## config.mk

```make
export PLATFORM = sky130hd
export DESIGN_NAME = uart_alu_host
export DESIGN_NICKNAME = d
export VERILOG_FILES = /design/src/rtl/uart_alu_pkg.sv /design/src/rtl/uart_alu_host_timer.sv /design/src/rtl/uart_alu_host.sv
export SDC_FILE = /design/constraint.sdc
export NUM_CORES = 1
export LEC_CHECK = 0
export ABC_AREA = 0
export BUFFER_PORTS_ARGS = -buffer_cell sky130_fd_sc_hd__clkbuf_2
export CAP_MARGIN = 10
export CORE_AREA = 3 3 115 95
export DETAILED_ROUTE_END_ITERATION = 10
export DIE_AREA = 0 0 118 98
export PLACE_DENSITY = 0.75
export SKIP_LAST_GASP = 1
export SLEW_MARGIN = 30
export SYNTH_ARGS = -nofsm -noshare
export SYNTH_HDL_FRONTEND = slang
export SYNTH_SLANG_ARGS = --single-unit
```

## constraint.sdc

```tcl
create_clock -name clk_i -period 5.26 [get_ports clk_i]
set_clock_uncertainty 0.1 [all_clocks]
set_input_delay 1.052 -clock clk_i [delete_from_list [all_inputs] [get_ports clk_i]]
set_output_delay 1.052 -clock clk_i [all_outputs]
set_load 0.02 [all_outputs]
```

## src/rtl/uart_alu_pkg.sv

```systemverilog
// Shared definitions for the UART ALU packet protocol (host and responder).
// Contents: opcode constants, header size, packet lengths, host state enum,
// and an opcode legality helper.
package uart_alu_pkg;

  localparam logic [7:0]  OP_ECHO   = 8'hEC;
  localparam logic [7:0]  OP_ADD    = 8'h01;
  localparam logic [7:0]  OP_MUL    = 8'h02;
  localparam logic [7:0]  OP_DIV    = 8'h03;

  localparam int unsigned HDR_BYTES = 4;
  // Total packet length including the 4-byte header.
  localparam logic [15:0] LEN_ARITH = 16'h000C;
  localparam logic [15:0] LEN_ECHO  = 16'h0008;

  typedef enum logic [2:0] {
    IDLE   = 3'd0,
    TX_HDR = 3'd1,
    TX_PAY = 3'd2,
    RX_RSP = 3'd3,
    RSP    = 3'd4
  } host_state_e;

  function automatic logic op_legal(input logic [7:0] op);
    return (op == OP_ECHO) || (op == OP_ADD) || (op == OP_MUL) || (op == OP_DIV);
  endfunction

endpackage

```

## src/rtl/uart_alu_host_timer.sv

```systemverilog
// Response-wait timer for uart_alu_host (used only when UART_ALU_HOST_TIMEOUT_EN is defined).
// Down-counter reloaded with TIMEOUT_CYCLES while load is high, decremented while en is high.
// Ports:
//   clk     in  clock
//   reset   in  synchronous active-high reset
//   load    in  reload counter with TIMEOUT_CYCLES
//   en      in  count enable
//   expired out terminal count reached (last counting cycle)
module uart_alu_host_timer #(
  parameter int unsigned TIMEOUT_CYCLES = 1000000
) (
  input  logic clk,
  input  logic reset,
  input  logic load,
  input  logic en,
  output logic expired
);

  localparam int unsigned W = $clog2(TIMEOUT_CYCLES + 1);

  logic [W-1:0] count;

  always_ff @(posedge clk) begin
    if (reset) begin
      count <= '0;
    end else if (load) begin
      count <= W'(TIMEOUT_CYCLES);
    end else if (en && (count != '0)) begin
      count <= count - W'(1);
    end
  end

  // Flags on the value 1 so the FSM leaves exactly TIMEOUT_CYCLES cycles after the load.
  assign expired = en && (count == W'(1));

endmodule

```

## src/rtl/uart_alu_host.sv

```systemverilog
// Host-side initiator for the UART ALU packet protocol.
// Accepts one command, sends header + operand bytes to the uart transmitter,
// then gathers the 4-byte little-endian result from the uart receiver.
// Optional feature: define UART_ALU_HOST_TIMEOUT_EN to bound the response wait
// to TIMEOUT_CYCLES cycles (error response on expiry).
// Ports:
//   clk_i, reset_i                      clock, synchronous active-high reset
//   cmd_valid_i/cmd_ready_o             command handshake
//   cmd_opcode_i, cmd_opa_i, cmd_opb_i  opcode and operands
//   tx_tdata_o/tx_tvalid_o/tx_tready_i  byte stream to uart transmitter
//   rx_tdata_i/rx_tvalid_i/rx_tready_o  byte stream from uart receiver
//   rsp_valid_o/rsp_ready_i             response handshake
//   rsp_data_o, rsp_err_o               result word, error flag
module uart_alu_host #(
  parameter int unsigned DATA_WIDTH     = 8,
  parameter int unsigned TIMEOUT_CYCLES = 1000000
) (
  input  logic                  clk_i,
  input  logic                  reset_i,
  input  logic                  cmd_valid_i,
  output logic                  cmd_ready_o,
  input  logic [7:0]            cmd_opcode_i,
  input  logic [31:0]           cmd_opa_i,
  input  logic [31:0]           cmd_opb_i,
  output logic [DATA_WIDTH-1:0] tx_tdata_o,
  output logic                  tx_tvalid_o,
  input  logic                  tx_tready_i,
  input  logic [DATA_WIDTH-1:0] rx_tdata_i,
  input  logic                  rx_tvalid_i,
  output logic                  rx_tready_o,
  output logic                  rsp_valid_o,
  input  logic                  rsp_ready_i,
  output logic [31:0]           rsp_data_o,
  output logic                  rsp_err_o
);

  import uart_alu_pkg::*;

  host_state_e state, state_nxt;
  logic [3:0]  cnt;
  logic [7:0]  opcode;
  logic [31:0] opa, opb;
  logic [31:0] rsp_data;
  logic        rsp_err;
  logic        cmd_fire, tx_fire, rx_fire;
  logic        is_echo, last_pay, timeout_hit;
  logic [15:0] len;
  logic [31:0] pay_word;
  logic [7:0]  tx_byte;

  assign cmd_ready_o = (state == IDLE);
  assign tx_tvalid_o = (state == TX_HDR) || (state == TX_PAY);
  assign rx_tready_o = (state != RSP);
  assign rsp_valid_o = (state == RSP);
  assign rsp_data_o  = rsp_data;
  assign rsp_err_o   = rsp_err;
  assign tx_tdata_o  = tx_byte;

  assign cmd_fire = cmd_valid_i && cmd_ready_o;
  assign tx_fire  = tx_tvalid_o && tx_tready_i;
  assign rx_fire  = rx_tvalid_i && rx_tready_o;

  assign is_echo  = (opcode == OP_ECHO);
  assign len      = is_echo ? LEN_ECHO : LEN_ARITH;
  assign last_pay = (cnt == (is_echo ? 4'd3 : 4'd7));
  assign pay_word = cnt[2] ? opb : opa;

`ifdef UART_ALU_HOST_TIMEOUT_EN
  // Reloads outside RX_RSP (clear on entry) and on every received byte.
  uart_alu_host_timer #(
    .TIMEOUT_CYCLES(TIMEOUT_CYCLES)
  ) u_timer (
    .clk    (clk_i),
    .reset  (reset_i),
    .load   ((state != RX_RSP) || rx_fire),
    .en     (state == RX_RSP),
    .expired(timeout_hit)
  );
`else
  // No response-wait limit; the parameter is kept so both builds share one interface.
  assign timeout_hit = 1'b0 && (TIMEOUT_CYCLES == 0);
`endif

  always_comb begin
    tx_byte = '0;
    case (state)
      TX_HDR: begin
        case (cnt[1:0])
          2'd0:    tx_byte = opcode;
          2'd1:    tx_byte = 8'h00;
          2'd2:    tx_byte = len[7:0];
          default: tx_byte = len[15:8];
        endcase
      end
      TX_PAY:  tx_byte = pay_word[{cnt[1:0], 3'b000} +: 8];
      default: tx_byte = '0;
    endcase
  end

  always_comb begin
    state_nxt = state;
    case (state)
      IDLE:   if (cmd_fire) state_nxt = op_legal(cmd_opcode_i) ? TX_HDR : RSP;
      TX_HDR: if (tx_fire && (cnt == 4'(HDR_BYTES - 1))) state_nxt = TX_PAY;
      TX_PAY: if (tx_fire && last_pay) state_nxt = RX_RSP;
      // A byte arriving on the expiry cycle takes precedence over the timeout.
      RX_RSP: begin
        if (rx_fire) begin
          if (cnt == 4'd3) state_nxt = RSP;
        end else if (timeout_hit) begin
          state_nxt = RSP;
        end
      end
      RSP:    if (rsp_ready_i) state_nxt = IDLE;
      default: state_nxt = IDLE;
    endcase
  end

  always_ff @(posedge clk_i) begin
    if (reset_i) state <= IDLE;
    else         state <= state_nxt;
  end

  always_ff @(posedge clk_i) begin
    if (reset_i) begin
      cnt      <= '0;
      opcode   <= '0;
      opa      <= '0;
      opb      <= '0;
      rsp_data <= '0;
      rsp_err  <= 1'b0;
    end else begin
      if (state_nxt != state) begin
        cnt <= '0;
      end else if (tx_fire || (rx_fire && (state == RX_RSP))) begin
        cnt <= cnt + 4'd1;
      end

      if (cmd_fire) begin
        opcode   <= cmd_opcode_i;
        opa      <= cmd_opa_i;
        opb      <= cmd_opb_i;
        rsp_data <= '0;
        rsp_err  <= !op_legal(cmd_opcode_i);
      end

      if (state == RX_RSP) begin
        if (rx_fire) begin
          // Little-endian: first byte ends up in bits [7:0] after four shifts.
          rsp_data <= {rx_tdata_i, rsp_data[31:8]};
        end else if (timeout_hit) begin
          rsp_data <= '0;
          rsp_err  <= 1'b1;
        end
      end
    end
  end

endmodule

```

==> impl_metrics.toml, run 1 <==
[worst_setup_path]
critPathLaunch = "cnt[0]$_SDFFE_PP0P_"
critical_path_required_ns = 4.11
endpoint = "tx_tdata_o[2]"
worstPathCellList = "mux4_2 > mux2i_1 > o22ai_1 > clkbuf_2"
r2r_start = "state[0]$_SDFF_PP0_"
cp_num_buf_inv = 1
ff2ff_path_depth = 5
critical_path.top_delay_family = "multiplexers"
end_kind = "output port"
r2r-end = "opa[23]$_SDFFE_PP0P_"
critical_path_depth = 4
cp_slowest_stage_delay_ns = 0.72
rrSetupSlack_ns = 2.74
critical_path.max_fanout = 20
setup.worst_path.class = "flop to output port"
critical_path.slowest_cell = "sky130_fd_sc_hd__dfxtp_2"
cp_startpoint_kind = "flop"
worst_ep_arrival_time_ns = 2.15

[run_status]
run_status = "completed"

[sta]
period_share_pct = 62.84
finalSetupViolations = 0
rsz0062_at_grt = "false"
timing.final.max_slew_violations = 0
fin_hold_ws_ns = 0.3580
max_slew.worst_pin.slew_ns = 0.8505
max_clock_freq_mhz = 302.6
timing.setup.tns_ns = 0
max-slew-margin-rel_pct = 43.22
hold_viol_final = 0
finalWorstPathRequiredPeriod_ns = 3.305

[cts]
numCtsBuffers = 9
post_cts_buffers = 0
ctsLongestPathBuffers = 2
tritoncts = "done"
cts.sink_count = 112
post_cts_resize_count = 0
cts_root_buf = "sky130_fd_sc_hd__clkbuf_16"
htree_levels = 3
ctsHoldBuffers = 0
worst_setup_hold_path_clk_slew_ns = 0.08
clk_latency_ns = 0.35

[yosys]
synth-main-ff-cell = "sky130_fd_sc_hd__dfxtp_1"
mappedNetlistNets = 670
netlist.top_cell.by_area = "sky130_fd_sc_hd__dfxtp_1"
syn_inst = 581
synth_edf_count = 0
syn_area_um2 = 4848
synth.top_cell.area_share_pct = 46.25
synth_cell_types = 50
ys_top_cells_by_area = "sky130_fd_sc_hd__dfxtp_1, sky130_fd_sc_hd__nand2_1, sky130_fd_sc_hd__a21oi_1"
top_count_cell_post_synth = "sky130_fd_sc_hd__nand2_1"
synth.yosys.warnings = 0
ys_async_sr_fraction_pct = 0
synthesis.area_per_instance_um2 = 8.345
synth.yosys.seq_area_share_pct = 46.25
netlist_top_cells_count = "sky130_fd_sc_hd__nand2_1, sky130_fd_sc_hd__dfxtp_1, sky130_fd_sc_hd__a21oi_1"
synth_seq_cells = 112

[grt]
global_route_wire_length_before_repair_um = 21500
grt_use_total_pct = 22.99
grt_overflow_total = 0
grt_start_max_net_pins = 108
initial_antenna_violation_count = 0
vias_in_the_first_global_route = 4186

[floorplan]
fp.dieArea_um2 = 11560
placeableCoreArea_um2 = 9729
floorplan.die.width_um = 118
fp.dieH_um = 98
ios = 131
core.rowCount = 32
start_util_pct = 49.83

[power_and_ir_drop]
total_leakage_power_nw = 2.353
powerDensity_nw_per_um2 = 309.8
ir_worst_vdd_mv = 0.1551

[hold_path]
holdCritPathClass = "flop to flop"

[detailed_routing]
drt_drc_violations_left = 0
vias = 4475
drt_first_iter_violations = 434
drt-vias-per-instance = 5.477
drtAntennaViolNets = 0
routed_wl_um = 13320
wl_per_cell_um = 16.31
detailedRoute.firstPassIterationCount = 5

[final_layout]
layout-drive-gt1-share_pct = 25.99
final_nets = 765
fin_area_um2 = 5781
synthToLayoutAreaGrowth_pct = 19.23
finalNonFillerCells = 817
finish.utilization_pct = 59.41
insertedDiodeCount = 0

[placement]
io_buffers = 130
hpwl_um = 9596
place.gp.congestion = 0.9501
dpl-instance-area_um2 = 5459
numPlacedInstances = 801

[run]
drv.max_cap_violation_count = 0
## cells by family (layout without fill, tap and decap cells)
group,after synthesis,after routing,share of synthesized area (%)
multiplexers,25,25,9.394
AND/OR/NAND/NOR,251,251,22.37
flip-flops,112,112,46.25
buffers and inverters,53,153,5.522
adder cells (fa/ha/maj),3,3,0.7743
AO/OA/AOI/OAI,137,137,15.69
## state kept, by name (all words and copies together), names as in the netlist
register and cells:
cnt 4, opb 32, opcode 8, rsp_err_o 1, state 3, opa 32, rsp_data_o 32
## stage by stage
step	power, mW	setup WS, ns
2_1_floorplan	1.021	2.569
3_3_place_gp	1.080	1.979
3_5_place_dp	1.087	2.332
4_1_cts	1.799	1.930
5_1_grt	1.854	1.762
6_report	1.791	1.955
## routing by layer
metal	track usage (%)	up-vias	share of wire [%]
li1	-	2179	-
met1	32.93	2130	47
met2	34.72	150	45
met3	6.659	16	7.0
met4	5.045	0	1.0
met5	0	-	0
## tightest hold or removal path, delay by kind of cell, from the launching register on
kind | cells | cell delay (ns)
AOI/OAI and AO/OA | 1 | 0.05
DFF | 1 | 0.31
and+or+nand+nor | 1 | 0.05
## worst min path at each step
| stage | from | endpoint | slack, ns | cells past startpoint |
|---|---|---|---|---|
| 6_report | opb[26]$_SDFFE_PP0P_ | opb[26]$_SDFFE_PP0P_ | 0.36 | 2 |
| 3_3_place_gp | opb[26]$_SDFFE_PP0P_ | opb[26]$_SDFFE_PP0P_ | 0.34 | 2 |
| 3_5_place_dp | opb[26]$_SDFFE_PP0P_ | opb[26]$_SDFFE_PP0P_ | 0.35 | 2 |
| 4_1_cts | opb[26]$_SDFFE_PP0P_ | opb[26]$_SDFFE_PP0P_ | 0.36 | 2 |
| 2_1_floorplan | opb[0]$_SDFFE_PP0P_ | opb[0]$_SDFFE_PP0P_ | 0.33 | 2 |
| 5_1_grt | opb[18]$_SDFFE_PP0P_ | opb[18]$_SDFFE_PP0P_ | 0.37 | 2 |
## where the power goes
part	internal [mW]	switching, mW
registers	0.882	0.0291
clock network	0.383	0.338
logic	0.0635	0.0944
## final cells by class
| type | count | area (µm²) |
|---|---|---|
| Multi-Input combinational cell | 416 | 2362 |
| Tap cell | 136 | 170.2 |
| Timing Repair Buffer | 131 | 664.4 |
| Fill cell | 901 | 3949 |
| Sequential cell | 112 | 2243 |
| Clock inverter | 7 | 92.59 |
| Inverter | 6 | 22.52 |
| Clock buffer | 9 | 225.2 |
## placed cells by master (no fill, tap or decap), types with 2 or more instances in the layout
master,synthesis,routed
sky130_fd_sc_hd__nand2_1,188,187
sky130_fd_sc_hd__clkbuf_2,0,129
sky130_fd_sc_hd__dfxtp_1,112,111
sky130_fd_sc_hd__a21oi_1,107,107
sky130_fd_sc_hd__nand3_1,37,36
sky130_fd_sc_hd__mux4_2,16,16
sky130_fd_sc_hd__clkbuf_16,0,9
sky130_fd_sc_hd__mux2i_1,8,8
sky130_fd_sc_hd__o21ai_0,6,6
sky130_fd_sc_hd__inv_1,5,5
sky130_fd_sc_hd__o21ai_1,5,5
sky130_fd_sc_hd__o21a_1,3,3
sky130_fd_sc_hd__nor2_1,3,3
sky130_fd_sc_hd__a211oi_1,3,3
sky130_fd_sc_hd__ha_1,3,3
sky130_fd_sc_hd__inv_6,0,3
sky130_fd_sc_hd__nor2b_1,2,2
sky130_fd_sc_hd__or3b_1,2,2
sky130_fd_sc_hd__o22ai_1,2,2
sky130_fd_sc_hd__and4b_1,2,2
sky130_fd_sc_hd__nor3_1,2,2
Power figures use the tool's default switching activity.
==> run 2: changes to the inputs <==
--- a/config.mk
+++ b/config.mk
@@ -5,12 +5,12 @@
 export SDC_FILE = /design/constraint.sdc
 export NUM_CORES = 1
 export LEC_CHECK = 0
-export ABC_AREA = 0
+export ABC_AREA = 1
 export BUFFER_PORTS_ARGS = -buffer_cell sky130_fd_sc_hd__clkbuf_2
 export CAP_MARGIN = 10
-export CORE_AREA = 3 3 115 95
+export CORE_AREA = 3 3 116 96
 export DETAILED_ROUTE_END_ITERATION = 10
-export DIE_AREA = 0 0 118 98
+export DIE_AREA = 0 0 119 99
 export PLACE_DENSITY = 0.75
 export SKIP_LAST_GASP = 1
 export SLEW_MARGIN = 30
==> constraint.sdc (replaced) <==
create_clock -name clk_i -period 3.23 [get_ports clk_i]
set_clock_uncertainty 0.1 [all_clocks]
set_input_delay 0.646 -clock clk_i [delete_from_list [all_inputs] [get_ports clk_i]]
set_output_delay 0.646 -clock clk_i [all_outputs]
set_load 0.02 [all_outputs]
==> impl_metrics.toml, run 2 <==
[worst_setup_path]
cp_startpoint_kind = "flop"
setup.worst_path.class = "flop to output port"
worst_ep_arrival_time_ns = 2.23
critical_path.max_fanout = 12
critical_path_required_ns = 2.48
cp_num_buf_inv = 2
critical_path.slowest_cell = "sky130_fd_sc_hd__dfxtp_1"
worstPathCellList = "clkinv_1 > ha_1 > nand2_1 > o21ai_0 > clkbuf_2"
r2r_start = "cnt[2]$_SDFFE_PP0P_"
r2r-end = "cnt[0]$_SDFFE_PP0P_"
critical_path.top_delay_family = "flip-flops"
ff2ff_path_depth = 9
rrSetupSlack_ns = 1.09
end_kind = "output port"
cp_slowest_stage_delay_ns = 0.60

[placement]
place.gp.congestion = 0.9508
hpwl_um = 9684
place_worst_setup_slack_ns = 0.7149
io_buffers = 130

[detailed_routing]
detailedRoute.firstPassIterationCount = 5
wl_per_cell_um = 14.63
routed_wl_um = 13430
drt_drc_violations_left = 0
vias = 4815
drtAntennaViolNets = 0
drt-vias-per-instance = 5.245
drt_first_iter_violations = 492

[cts]
numCtsBuffers = 9
post_cts_resize_count = 0
cts.sink_count = 112
post_cts_buffers = 0
ctsLongestPathBuffers = 2
cts_root_buf = "sky130_fd_sc_hd__clkbuf_16"
ctsHoldBuffers = 0
worst_setup_hold_path_clk_slew_ns = 0.07
htree_levels = 3
tritoncts = "done"
clk_latency_ns = 0.35

[yosys]
synth_cell_types = 34
synth_edf_count = 0
synth.yosys.warnings = 0
synth_seq_cells = 112
synth.top_cell.area_share_pct = 45.17
netlist.top_cell.by_area = "sky130_fd_sc_hd__dfxtp_1"
synth-main-ff-cell = "sky130_fd_sc_hd__dfxtp_1"
ys_top_cells_by_area = "sky130_fd_sc_hd__dfxtp_1, sky130_fd_sc_hd__o21ai_0, sky130_fd_sc_hd__a21oi_1"
syn_inst = 671
synthesis.area_per_instance_um2 = 7.397
ys_async_sr_fraction_pct = 0
syn_area_um2 = 4964
top_count_cell_post_synth = "sky130_fd_sc_hd__o21ai_0"
synth.yosys.seq_area_share_pct = 45.17
mappedNetlistNets = 760
netlist_top_cells_count = "sky130_fd_sc_hd__o21ai_0, sky130_fd_sc_hd__dfxtp_1, sky130_fd_sc_hd__nor2_1"

[sta]
finalWorstSetupSlack_ns = 0.2572
finalSetupViolations = 0
timing.final.max_slew_violations = 0
rsz0062_at_grt = "false"
finalWorstPathRequiredPeriod_ns = 2.973
period_share_pct = 92.04
hold_viol_final = 0
timing.setup.tns_ns = 0
max_slew.worst_pin.slew_ns = 0.6989
max-slew-margin-rel_pct = 53.34
max_clock_freq_mhz = 336.4

[floorplan]
floorplan.die.width_um = 119
start_util_pct = 49.07
fp.dieArea_um2 = 11780
fp.dieH_um = 99
ios = 131
placeableCoreArea_um2 = 10120
core.rowCount = 33

[grt]
vias_in_the_first_global_route = 4528
grt_overflow_total = 0
grt_start_max_net_pins = 59
initial_antenna_violation_count = 0
grt_use_total_pct = 22.69
global_route_wire_length_before_repair_um = 21690

[power_and_ir_drop]
powerDensity_nw_per_um2 = 488.8
ir_worst_vdd_mv = 0.2601
total_leakage_power_nw = 2.583
report.power.total_mw = 2.887

[final_layout]
register_area_um2 = 2242
final_nets = 863
multi_input_area_um2 = 2232
insertedDiodeCount = 0
layout-drive-gt1-share_pct = 23.39
final_cell_mix = "sky130_fd_sc_hd__o21ai_0, sky130_fd_sc_hd__clkbuf_2, sky130_fd_sc_hd__dfxtp_1, sky130_fd_sc_hd__nor2_1, sky130_fd_sc_hd__a21oi_1"
mostFrequentLayoutCell = "sky130_fd_sc_hd__o21ai_0"
fillCellCount = 944
synthToLayoutAreaGrowth_pct = 19.01

[hold_path]
holdCritPathClass = "flop to flop"
hold-path-endpoint = "opa[26]$_SDFFE_PP0P_"
timing.hold.worst.start = "opa[26]$_SDFFE_PP0P_"
whs_path_depth = 2

[run_status]
run_status = "completed"

[run]
drv.max_cap_violation_count = 0
==> run 2: changes by cell type in the layout (fill, tap and decap cells not counted), sizes merged, moves of 4 or more <==
cell / previous run / this run
mux2i: 8 / 0
buf: 2 / 8
nor2: 4 / 112
nand2: 188 / 35
a211oi: 4 / 0
mux4: 16 / 0
inv: 10 / 67
o21ai: 11 / 144
==> run 2: worst max-delay path by stage <==
stage,from,to,slack [ns],depth (start not counted)
6_report,cnt[1]$_SDFFE_PP0P_,tx_tdata_o[4],0.26,5
5_1_grt,cnt[1]$_SDFFE_PP0P_,tx_tdata_o[5],0.12,5
4_1_cts,cnt[1]$_SDFFE_PP0P_,tx_tdata_o[5],0.33,5
3_5_place_dp,cnt[1]$_SDFFE_PP0P_,tx_tdata_o[5],0.71,5
3_3_place_gp,cnt[1]$_SDFFE_PP0P_,tx_tdata_o[4],0.74,5
2_1_floorplan,cnt[0]$_SDFFE_PP0P_,tx_tdata_o[0],0.92,5
==> run 2: cell type report <==
class / instances / area share, %
clock inverters: 6 / 0.7414
well taps: 140 / 2.965
multi-input cells: 447 / 37.79
repair buffers: 138 / 12.45
flip-flops and latches: 112 / 37.96
clock buffers: 9 / 3.813
inverters: 66 / 4.279
==> run 2: layer usage <==
layer  track usage, %  wire length (µm)  share of wire, %
met5                0                 0                 0
met4            5.076               201               1.5
met3            6.426              1051               7.8
met2            35.52              6103                45
met1            31.34              6077                45
==> run 2: tightest hold or removal path, stage by stage, from the launching register on <==
cell and delay (ns):
sky130_fd_sc_hd__dfxtp_1 0.30, sky130_fd_sc_hd__inv_1 0.06, sky130_fd_sc_hd__a21oi_1 0.06
==> run 2: cell families after synthesis <==
kind of cell | Yosys count | share of synthesized area (%)
compound gates | 254 | 26.29
simple gates | 187 | 17.24
buf+inv | 112 | 9.856
flops | 112 | 45.17
xor+xnor | 3 | 0.6808
fa+ha+maj | 3 | 0.7563
==> run 2: power breakdown <==
part	total (mW)	leakage [nW]	internal [mW]	switching (mW)
Combinational	0.343	1.53	0.123	0.219
Sequential	1.51	0.920	1.47	0.0400
Clock	1.04	0.138	0.526	0.513
Total	2.89	2.58	2.11	0.773
==> run 2: per-stage QoR <==
step / util (%) / cell area [µm²] / hold slack, ns / instances
final: 58.39 / 5907 / 0.3568 / 918
after global routing: 58.39 / 5907 / 0.3866 / 918
after CTS: 58.39 / 5907 / 0.3562 / 918
after detailed placement: 55.73 / 5638 / 0.3474 / 903
after global placement: 55.73 / 5638 / 0.3446 / 903
after floorplan: - / 4964 / 0.3292 / 671
